## src/rtl/dmem_arb_pkg.sv

```systemverilog
// dmem_arb_pkg: shared types for the CPU/accelerator data-memory arbiter.
package dmem_arb_pkg;
   typedef enum logic [1:0] {S_IDLE, S_CPU, S_ACC} arb_state_t;
   typedef enum logic {OWN_CPU, OWN_ACC} owner_t;
   typedef struct packed {logic vld; owner_t own;} rd_tag_t;
endpackage

```

## src/rtl/dmem_rd_tag_pipe.sv

```systemverilog
// dmem_rd_tag_pipe: RD_LAT-deep shift register carrying read ownership tags.
module dmem_rd_tag_pipe
   import dmem_arb_pkg::*;
#(
   parameter int RD_LAT = 1
) (
   input  logic    clk,
   input  logic    rst_n,
   input  rd_tag_t tag_in,
   output rd_tag_t tag_out
);
   rd_tag_t [RD_LAT-1:0] sr;
   always_ff @(posedge clk or negedge rst_n)
      if (!rst_n) sr <= '0;
      else begin
         sr[0] <= tag_in;
         for (int i = 1; i < RD_LAT; i++) sr[i] <= sr[i-1];
      end
   assign tag_out = sr[RD_LAT-1];
endmodule

```

## src/rtl/dmem_arbiter.sv

```systemverilog
// dmem_arbiter: one-access-per-cycle arbiter between CPU and accelerator DMA
// for a single-port data memory, with bounded starvation both ways.
module dmem_arbiter
   import dmem_arb_pkg::*;
#(
   parameter int ADDR_W    = 16,
   parameter int DATA_W    = 16,
   parameter int RD_LAT    = 1,
   parameter int MAX_BURST = 8,
   parameter int MAX_WAIT  = 4
) (
   input  logic              clk,
   input  logic              rst_n,
   input  logic              cpu_req,
   input  logic              cpu_wr,
   input  logic [ADDR_W-1:0] cpu_addr,
   input  logic [DATA_W-1:0] cpu_wdata,
   output logic              cpu_stall,
   output logic [DATA_W-1:0] cpu_rdata,
   output logic              cpu_rvalid,
   input  logic              acc_req,
   input  logic              acc_wr,
   input  logic [ADDR_W-1:0] acc_addr,
   input  logic [DATA_W-1:0] acc_wdata,
   output logic              acc_gnt,
   output logic [DATA_W-1:0] acc_rdata,
   output logic              acc_rvalid,
   output logic              mem_en,
   output logic              mem_wr,
   output logic [ADDR_W-1:0] mem_addr,
   output logic [DATA_W-1:0] mem_wdata,
   input  logic [DATA_W-1:0] mem_rdata
);
   localparam int BW = $clog2(MAX_BURST + 1);
   localparam int WW = $clog2(MAX_WAIT + 1);
   localparam logic [BW-1:0] BMAX = BW'(MAX_BURST);
   localparam logic [WW-1:0] WMAX = WW'(MAX_WAIT);
   arb_state_t state;
   logic [BW-1:0] burst_cnt;
   logic [WW-1:0] wait_cnt;
   logic cpu_grant, acc_grant, cpu_hit, acc_hit;
   logic [DATA_W-1:0] cpu_rdata_q, acc_rdata_q;
   rd_tag_t tag_in, tag_out;
   // Grants are gated by rst_n so nothing reaches memory while in reset.
   assign acc_grant = rst_n & acc_req &
                      ((wait_cnt == WMAX) | ~cpu_req | ((state == S_ACC) & (burst_cnt < BMAX)));
   assign cpu_grant = rst_n & cpu_req & ~acc_grant;
   assign cpu_stall = cpu_req & ~cpu_grant;
   assign acc_gnt   = acc_grant;
   assign mem_en    = cpu_grant | acc_grant;
   assign mem_wr    = acc_grant ? acc_wr : cpu_grant & cpu_wr;
   assign mem_addr  = acc_grant ? acc_addr : cpu_grant ? cpu_addr : '0;
   assign mem_wdata = acc_grant ? acc_wdata : cpu_grant ? cpu_wdata : '0;
   assign tag_in = '{vld: mem_en & ~mem_wr, own: acc_grant ? OWN_ACC : OWN_CPU};
   dmem_rd_tag_pipe #(.RD_LAT(RD_LAT)) u_tag_pipe (
      .clk     (clk),
      .rst_n   (rst_n),
      .tag_in  (tag_in),
      .tag_out (tag_out)
   );
   assign cpu_hit    = tag_out.vld & (tag_out.own == OWN_CPU);
   assign acc_hit    = tag_out.vld & (tag_out.own == OWN_ACC);
   assign cpu_rvalid = cpu_hit;
   assign acc_rvalid = acc_hit;
   assign cpu_rdata  = cpu_hit ? mem_rdata : cpu_rdata_q;
   assign acc_rdata  = acc_hit ? mem_rdata : acc_rdata_q;
   always_ff @(posedge clk or negedge rst_n)
      if (!rst_n) begin
         state       <= S_IDLE;
         burst_cnt   <= '0;
         wait_cnt    <= '0;
         cpu_rdata_q <= '0;
         acc_rdata_q <= '0;
      end else begin
         state       <= acc_grant ? S_ACC : cpu_grant ? S_CPU : S_IDLE;
         burst_cnt   <= !acc_grant ? '0 : (state != S_ACC) ? BW'(1) :
                        (burst_cnt == BMAX) ? BMAX : burst_cnt + 1'b1;
         wait_cnt    <= (acc_req & ~acc_grant) ? ((wait_cnt == WMAX) ? WMAX : wait_cnt + 1'b1) : '0;
         cpu_rdata_q <= cpu_rdata;
         acc_rdata_q <= acc_rdata;
      end
endmodule

```

## config.mk

```make
export PLATFORM = sky130hd
export DESIGN_NAME = dmem_arbiter
export DESIGN_NICKNAME = d
export VERILOG_FILES = /design/src/rtl/dmem_arb_pkg.sv /design/src/rtl/dmem_rd_tag_pipe.sv /design/src/rtl/dmem_arbiter.sv
export SDC_FILE = /design/constraint.sdc
export NUM_CORES = 1
export LEC_CHECK = 0
export BUFFER_PORTS_ARGS = -buffer_cell sky130_fd_sc_hd__buf_2
export CORE_MARGIN = 2
export CORE_UTILIZATION = 40
export DETAILED_ROUTE_END_ITERATION = 16
export GPL_TIMING_DRIVEN = 0
export MAX_ROUTING_LAYER = met4
export PLACE_DENSITY = 0.87
export SYNTH_ARGS = -nofsm -noshare
export SYNTH_HDL_FRONTEND = slang
export SYNTH_SLANG_ARGS = --single-unit
```

## constraint.sdc

```tcl
create_clock -name clk -period 2.6 [get_ports clk]
set_clock_uncertainty 0.2 [all_clocks]
set_input_delay 0.39 -clock clk [delete_from_list [all_inputs] [get_ports clk]]
set_output_delay 0.39 -clock clk [all_outputs]
set_load 0.005 [all_outputs]
```

# After elaboration in Yosys (flattened, before gate mapping)
# Index checks and enable logic that the tools add are counted.
[classes] add_sub_neg=2 multipliers=0 div=0 n_lt_le_gt_ge=1 eq_ne=4 shift=0 muxes=15 bitwise_logic=19 reduce_logical=0
[ops] op="16-bit 2-to-1 mux" n=6
[ops] op="4-bit 2-to-1 mux" n=3
[ops] op="1-bit bitwise AND" n=11
[ops] op="3-bit 2-to-1 mux" n=2
[ops] op="1-bit NOT" n=5
[ops] op="4-bit by 1-bit adder with 4-bit output, second input constant" n=1
[ops] op="4-bit == test, second input constant" n=1
[ops] op="4-bit < comparator, second input constant" n=1
[ops] op="3-bit by 1-bit adder with 3-bit output, second input constant" n=1
[ops] op="3-bit == test, second input constant" n=1
[ops] op="1-bit 2-to-1 mux" n=3
[ops] op="1-bit OR" n=3
[ops] op="2-bit == test, second input constant" n=1
[ops] op="2-bit 2-to-1 mux" n=1
[ops] op="2-bit inequality test, second input constant" n=1
[totals] regBits=43 latchBits=0 ram_bits=0 mem_bits_ro=0 inputBits=86 out_inout_bits=70 word_cells=48 n_memories=0

# Logic depth before layout (Yosys ltp)
[depth] ltp_word=10 depth_mapped=7 ltp_nobuf=5

# By module
# From an unflattened synthesis, not the netlist that was laid out.
[unflattened] cells_unflattened=236 area_unflattened_um2=2453.6
[by_module_without_submodules] mod="dmem_arbiter" n_inst=1 cells_each=234 area_per_inst_um2=2403.6 seq_area_each_um2=1026.0
[by_module_without_submodules] mod="dmem_rd_tag_pipe" n_inst=1 cells_each=2 area_per_inst_um2=50.0 seq_area_each_um2=50.0

# Least setup slack after synthesis
# No wires, ideal clock.
[synth_path] kind="register to output" from="register burst_cnt[3]" to="output port mem_addr[10]" arrival_time_ns=1.485 required_time_ns=2.010 slack_ns=0.525 path_stages_with_launch=6 n_path_buf=2 path_cell_list="dfrtp_1 > or3b_4 > a31oi_4 > buf_6 > buf_12 > mux2i_1"
[synth_between] elab_chain_cells=8
[synth_lines] item="start, declared" line="dmem_arbiter.sv:39" rtl="logic [BW-1:0] burst_cnt;"
[synth_lines] item="start signal, assigned" line="dmem_arbiter.sv:76" rtl="burst_cnt <= !acc_grant ? '0 : (state != S_ACC) ? BW'(1) :"
[synth_lines] item="4-bit < comparator *" line="dmem_arbiter.sv:46" rtl="((wait_cnt == WMAX) | ~cpu_req | ((state == S_ACC) & (burst_cnt < BMAX)));"
[synth_lines] item="1-bit bitwise AND *" line="dmem_arbiter.sv:46"
[synth_lines] item="1-bit OR *" line="dmem_arbiter.sv:46"
[synth_lines] item="1-bit bitwise AND *" line="dmem_arbiter.sv:45" rtl="assign acc_grant = rst_n & acc_req &"
[synth_lines] item="1-bit NOT" line="dmem_arbiter.sv:47" rtl="assign cpu_grant = rst_n & cpu_req & ~acc_grant;"
[synth_lines] item="1-bit bitwise AND" line="dmem_arbiter.sv:47"
[synth_lines] item="16-bit 2-to-1 mux" line="dmem_arbiter.sv:52" rtl="assign mem_addr = acc_grant ? acc_addr : cpu_grant ? cpu_addr : '0;"
[synth_lines] item="16-bit 2-to-1 mux *" line="dmem_arbiter.sv:52"
[synth_lines] item="end, declared" line="dmem_arbiter.sv:30" rtl="output logic [ADDR_W-1:0] mem_addr,"
# Every way passes the cells marked *; elsewhere a longest branch is shown, timed or not.

# Final worst setup path
[layout_path] from="register state[1]" to="output port mem_addr[6]"
[layout_between] elab_chain_cells=8
[layout_lines] item="start, declared" line="dmem_arbiter.sv:38" rtl="arb_state_t state;"
[layout_lines] item="start signal, assigned" line="dmem_arbiter.sv:75" rtl="state <= acc_grant ? S_ACC : cpu_grant ? S_CPU : S_IDLE;"
[layout_lines] item="2-bit == test *" line="dmem_arbiter.sv:46"
[layout_lines] item="1-bit bitwise AND *" line="dmem_arbiter.sv:46"
[layout_lines] item="1-bit OR *" line="dmem_arbiter.sv:46"
[layout_lines] item="1-bit bitwise AND *" line="dmem_arbiter.sv:45"
[layout_lines] item="1-bit NOT" line="dmem_arbiter.sv:47"
[layout_lines] item="1-bit bitwise AND" line="dmem_arbiter.sv:47"
[layout_lines] item="16-bit 2-to-1 mux" line="dmem_arbiter.sv:52"
[layout_lines] item="16-bit 2-to-1 mux *" line="dmem_arbiter.sv:52"
# Marked as above.

==> metrics.md <==
| Metric | Value |
|---|---|
| Initial Utilization | `0.411` |
| CTS tree | `built` |
| Placed insts | `464` |
| Sequential area share after synthesis | `0.435` |
| Power Dens Cells | `527 nW/µm²` |
| DRC errors left | `0` |
| Net count after synthesis | `324` |
| Skew-Pair Late Insertion Delay | `0.29 ns` |
| Worst Path Buf+Inv | `3` |
| Pre-CTS setup slack | `-0.645 ns` |
| WP data arrival | `1.97 ns` |
| Top-area cell type share of the netlist area | `0.435` |
| Reg-to-Reg End | `acc_rdata_q[8]` |
| Die Y-Extent | `81.8 µm` |
| Sink Count | `42` |
| DP Area | `3290 µm²` |
| Asr flop ratio synth | `1.00` |
| Antenna violations before repair | `0` |
| Max incr delay on CP | `0.41 ns` |
| Global-route wire length before repair | `9.50 mm` |
| Longest Clk Path Bufs | `2` |
| Yosys reg bits | `42` |
| Pwr Total | `0.00188 W` |
| Mapped cell area | `2420 µm²` |
| Worst Path Max Fanout | `10` |
| Hold EP | `cpu_rdata_q[12]` |
| Vias in the first global route | `2150` |
| CP Data Required Time | `2.01 ns` |
| Post-synth top area cell | `dfrtp_1` |
| CP Class | `reg -> out` |
| Worst Slack Setup Final | `0.0446 ns` |
| I/O Pins | `156` |
| Ys Warns | `0` |
| Crit path cell chain | `or3b_4 > a31oi_4 > buf_8 > buf_12 > mux2i_4 > buf_2` |
| Site Rows | `28` |
| Slew HR | `0.719` |
| Hold path depth | `2` |
| Die area | `6680 µm²` |
| Yosys cell types | `27` |
| RSZ-0062 raised after global routing | `yes` |
| Final Critical Period | `2.56 ns` |
| Total grt overflow | `0` |
| Final instance area | `3560 µm²` |
| Max cap viols | `0` |
| Commonest cells post-synth | `nand2_1 (71), dfrtp_1 (42), mux2i_1 (34)` |
| Crit path launch type | `flop` |
| Clock buffer count from CTS | `5` |
| Routability cong. | `0.747` |
| # setup viols final | `0` |
| Hold Startpoint | `mem_rdata[12]` |
| Gr usage total | `0.190` |
| Leakage | `1.87 nW` |
| R2R setup slack | `0.83 ns` |
| Final ANT Viol Nets | `0` |
| Proportion of layout cells with a drive suffix above 1 | `0.533` |
| Outcome | `finished clean` |
| Core area | `5890 µm²` |
| Routed length per placed instance | `13.5 µm` |
| Final #Nets | `496` |
| HPWL after detailed placement | `5.04 mm` |
| Top post-synthesis cells by area | `dfrtp_1 (43%), mux2i_1 (14%), mux2_2 (12%)` |
| Post-synthesis cell count | `234` |
| Worst Tran Pin Value | `0.422 ns` |
| Count leader, synth | `nand2_1` |
| Post-Layout Cell Count | `482` |
| Ant diodes | `0` |
| Synth Area per Inst | `10.3 µm²` |
| Root Driver | `clkbuf_8` |
| Vias | `2326` |
| DR vias/cell | `4.83` |
| Most frequently used flop master after synthesis | `dfrtp_1` |
| Reg2Reg Depth | `3` |
| Die W | `81.8 µm` |
| H-tree Lvls | `2` |
| Total Wirelength | `6.52 mm` |
| Crit path max-delay family | `buffers and inverters` |
| Hold WC Path Type | `in -> reg` |
| Pins over their slew limit | `0` |
| 1st-iter DRT viols | `26` |
| R2r startpoint | `state[1]` |
| Largest net degree at the start of global routing | `43` |
| Maximum vdd drop | `312 µV` |
| DR pass1 iterations | `4` |
| Clock transition at path regs | `0.07 ns` |
| I/O Buffers | `155` |
| Number of synthesized flops with an enable pin | `0` |
| FMAX | `0.391 GHz` |
| CP Capture Type | `output pin` |
| Hold Violations, Final | `0` |
| Slowest CP cell | `or3b_4` |
| Area delta synth->final | `47.2%` |
| Period utilisation layout | `0.983` |
==> layer usage <==
layer	wire length, µm	global-route usage
met1	2520	0.208
met2	3370	0.341
met3	537	0.0407
met4	104	0.0650
met5	0	-
==> flip-flops by register name (all words and copies together), names as in the netlist <==
| signal | flops |
|---|---|
| acc_rdata_q | 16 |
| burst_cnt | 4 |
| cpu_rdata_q | 16 |
| state | 2 |
| u_tag_pipe.tag_out | 1 |
| wait_cnt | 3 |
==> worst reg2reg max path, delay by kind of cell, from the launching register on <==
kind	cells	cell delay, ns
buffers and inverters	1	0.33
multiplexers	1	0.39
flip-flops	1	0.41
AND/OR/NAND/NOR	1	0.32
==> layout make-up <==
class / count / area, µm²
fill: 490 / 2330
multi-input combinational: 169 / 1260
sequential: 42 / 1050
timing repair buffer: 166 / 910
buffer: 14 / 120
tap: 75 / 93.8
clock buffer: 6 / 82.6
inverter: 8 / 30.0
clock inverter: 2 / 12.5
==> metrics by stage <==
stage / hold slack (ns) / TNS, ns / utilization
final: 0.151 / 0 / 0.605
after floorplan: -0.106 / 0 / -
after CTS: 0.145 / 0 / 0.587
after detailed placement: 0.278 / -18.38 / 0.559
after global placement: 0.254 / -17.11 / 0.559
after global routing: 0.145 / -0.0558 / 0.605
==> cells in the final DEF, fill, tap and decap left out, drive strengths merged <==
| master | instances |
|---|---|
| buf | 173 |
| nand2 | 71 |
| dfrtp | 42 |
| mux2i | 34 |
| mux2 | 32 |
| clkbuf | 12 |
| inv | 8 |
| nand2b | 5 |
| ha | 4 |
| and2 | 3 |
| o21a | 3 |
| a31oi | 3 |
| nor3 | 2 |
| nor2 | 2 |
| nand3b | 2 |
| or3b | 1 |
| nor3b | 1 |
| nor4b | 1 |
| a311oi | 1 |
| nand3 | 1 |
| xnor2 | 1 |
| o21ai | 1 |
| a21boi | 1 |
| clkinvlp | 1 |
| clkinv | 1 |
| dlygate4sd3 | 1 |
==> how the worst max path moves through the flow <==
stage                      start  slack (ns)  cells past startpoint            to
finish                  state[1]        0.04                      6   mem_addr[6]
floorplan           burst_cnt[3]        0.53                      5  mem_addr[10]
CTS                     state[1]       0.007                      4  cpu_rdata[6]
detailed placement         rst_n       -0.64                      8  mem_wdata[1]
global placement           rst_n       -0.59                      8  mem_wdata[1]
global route            state[1]       -0.02                      6   mem_addr[8]
==> where the power goes <==
part / total, W / switching [W] / internal, W / leakage (nW)
clock: 0.000424 / 0.000211 / 0.000213 / 0.0472
combinational: 0.000626 / 0.000280 / 0.000346 / 1.31
sequential: 0.000827 / 0.0000349 / 0.000792 / 0.508
==> timing repair <==
action,in CTS,in global routing
pin swaps,0,0
setup endpoints to repair,44,28
hold endpoints to repair,42,0
gates cloned,0,1
buffers inserted,3,5
gates resized for setup,7,9
hold buffers,2,0
==> cells by family (layout without fill, tap and decap cells) <==
| group | after synthesis | count (layout) | synth area share |
|---|---|---|---|
| simple gates | 89 | 89 | 0.158 |
| compound gates | 9 | 9 | 0.0321 |
| buf+inv | 23 | 196 | 0.0616 |
| mux | 66 | 66 | 0.290 |
| fa+ha+maj | 4 | 4 | 0.0207 |
| flops | 42 | 42 | 0.435 |
| xor+xnor | 1 | 1 | 0.00362 |
(Power assumes the default switching activity.)
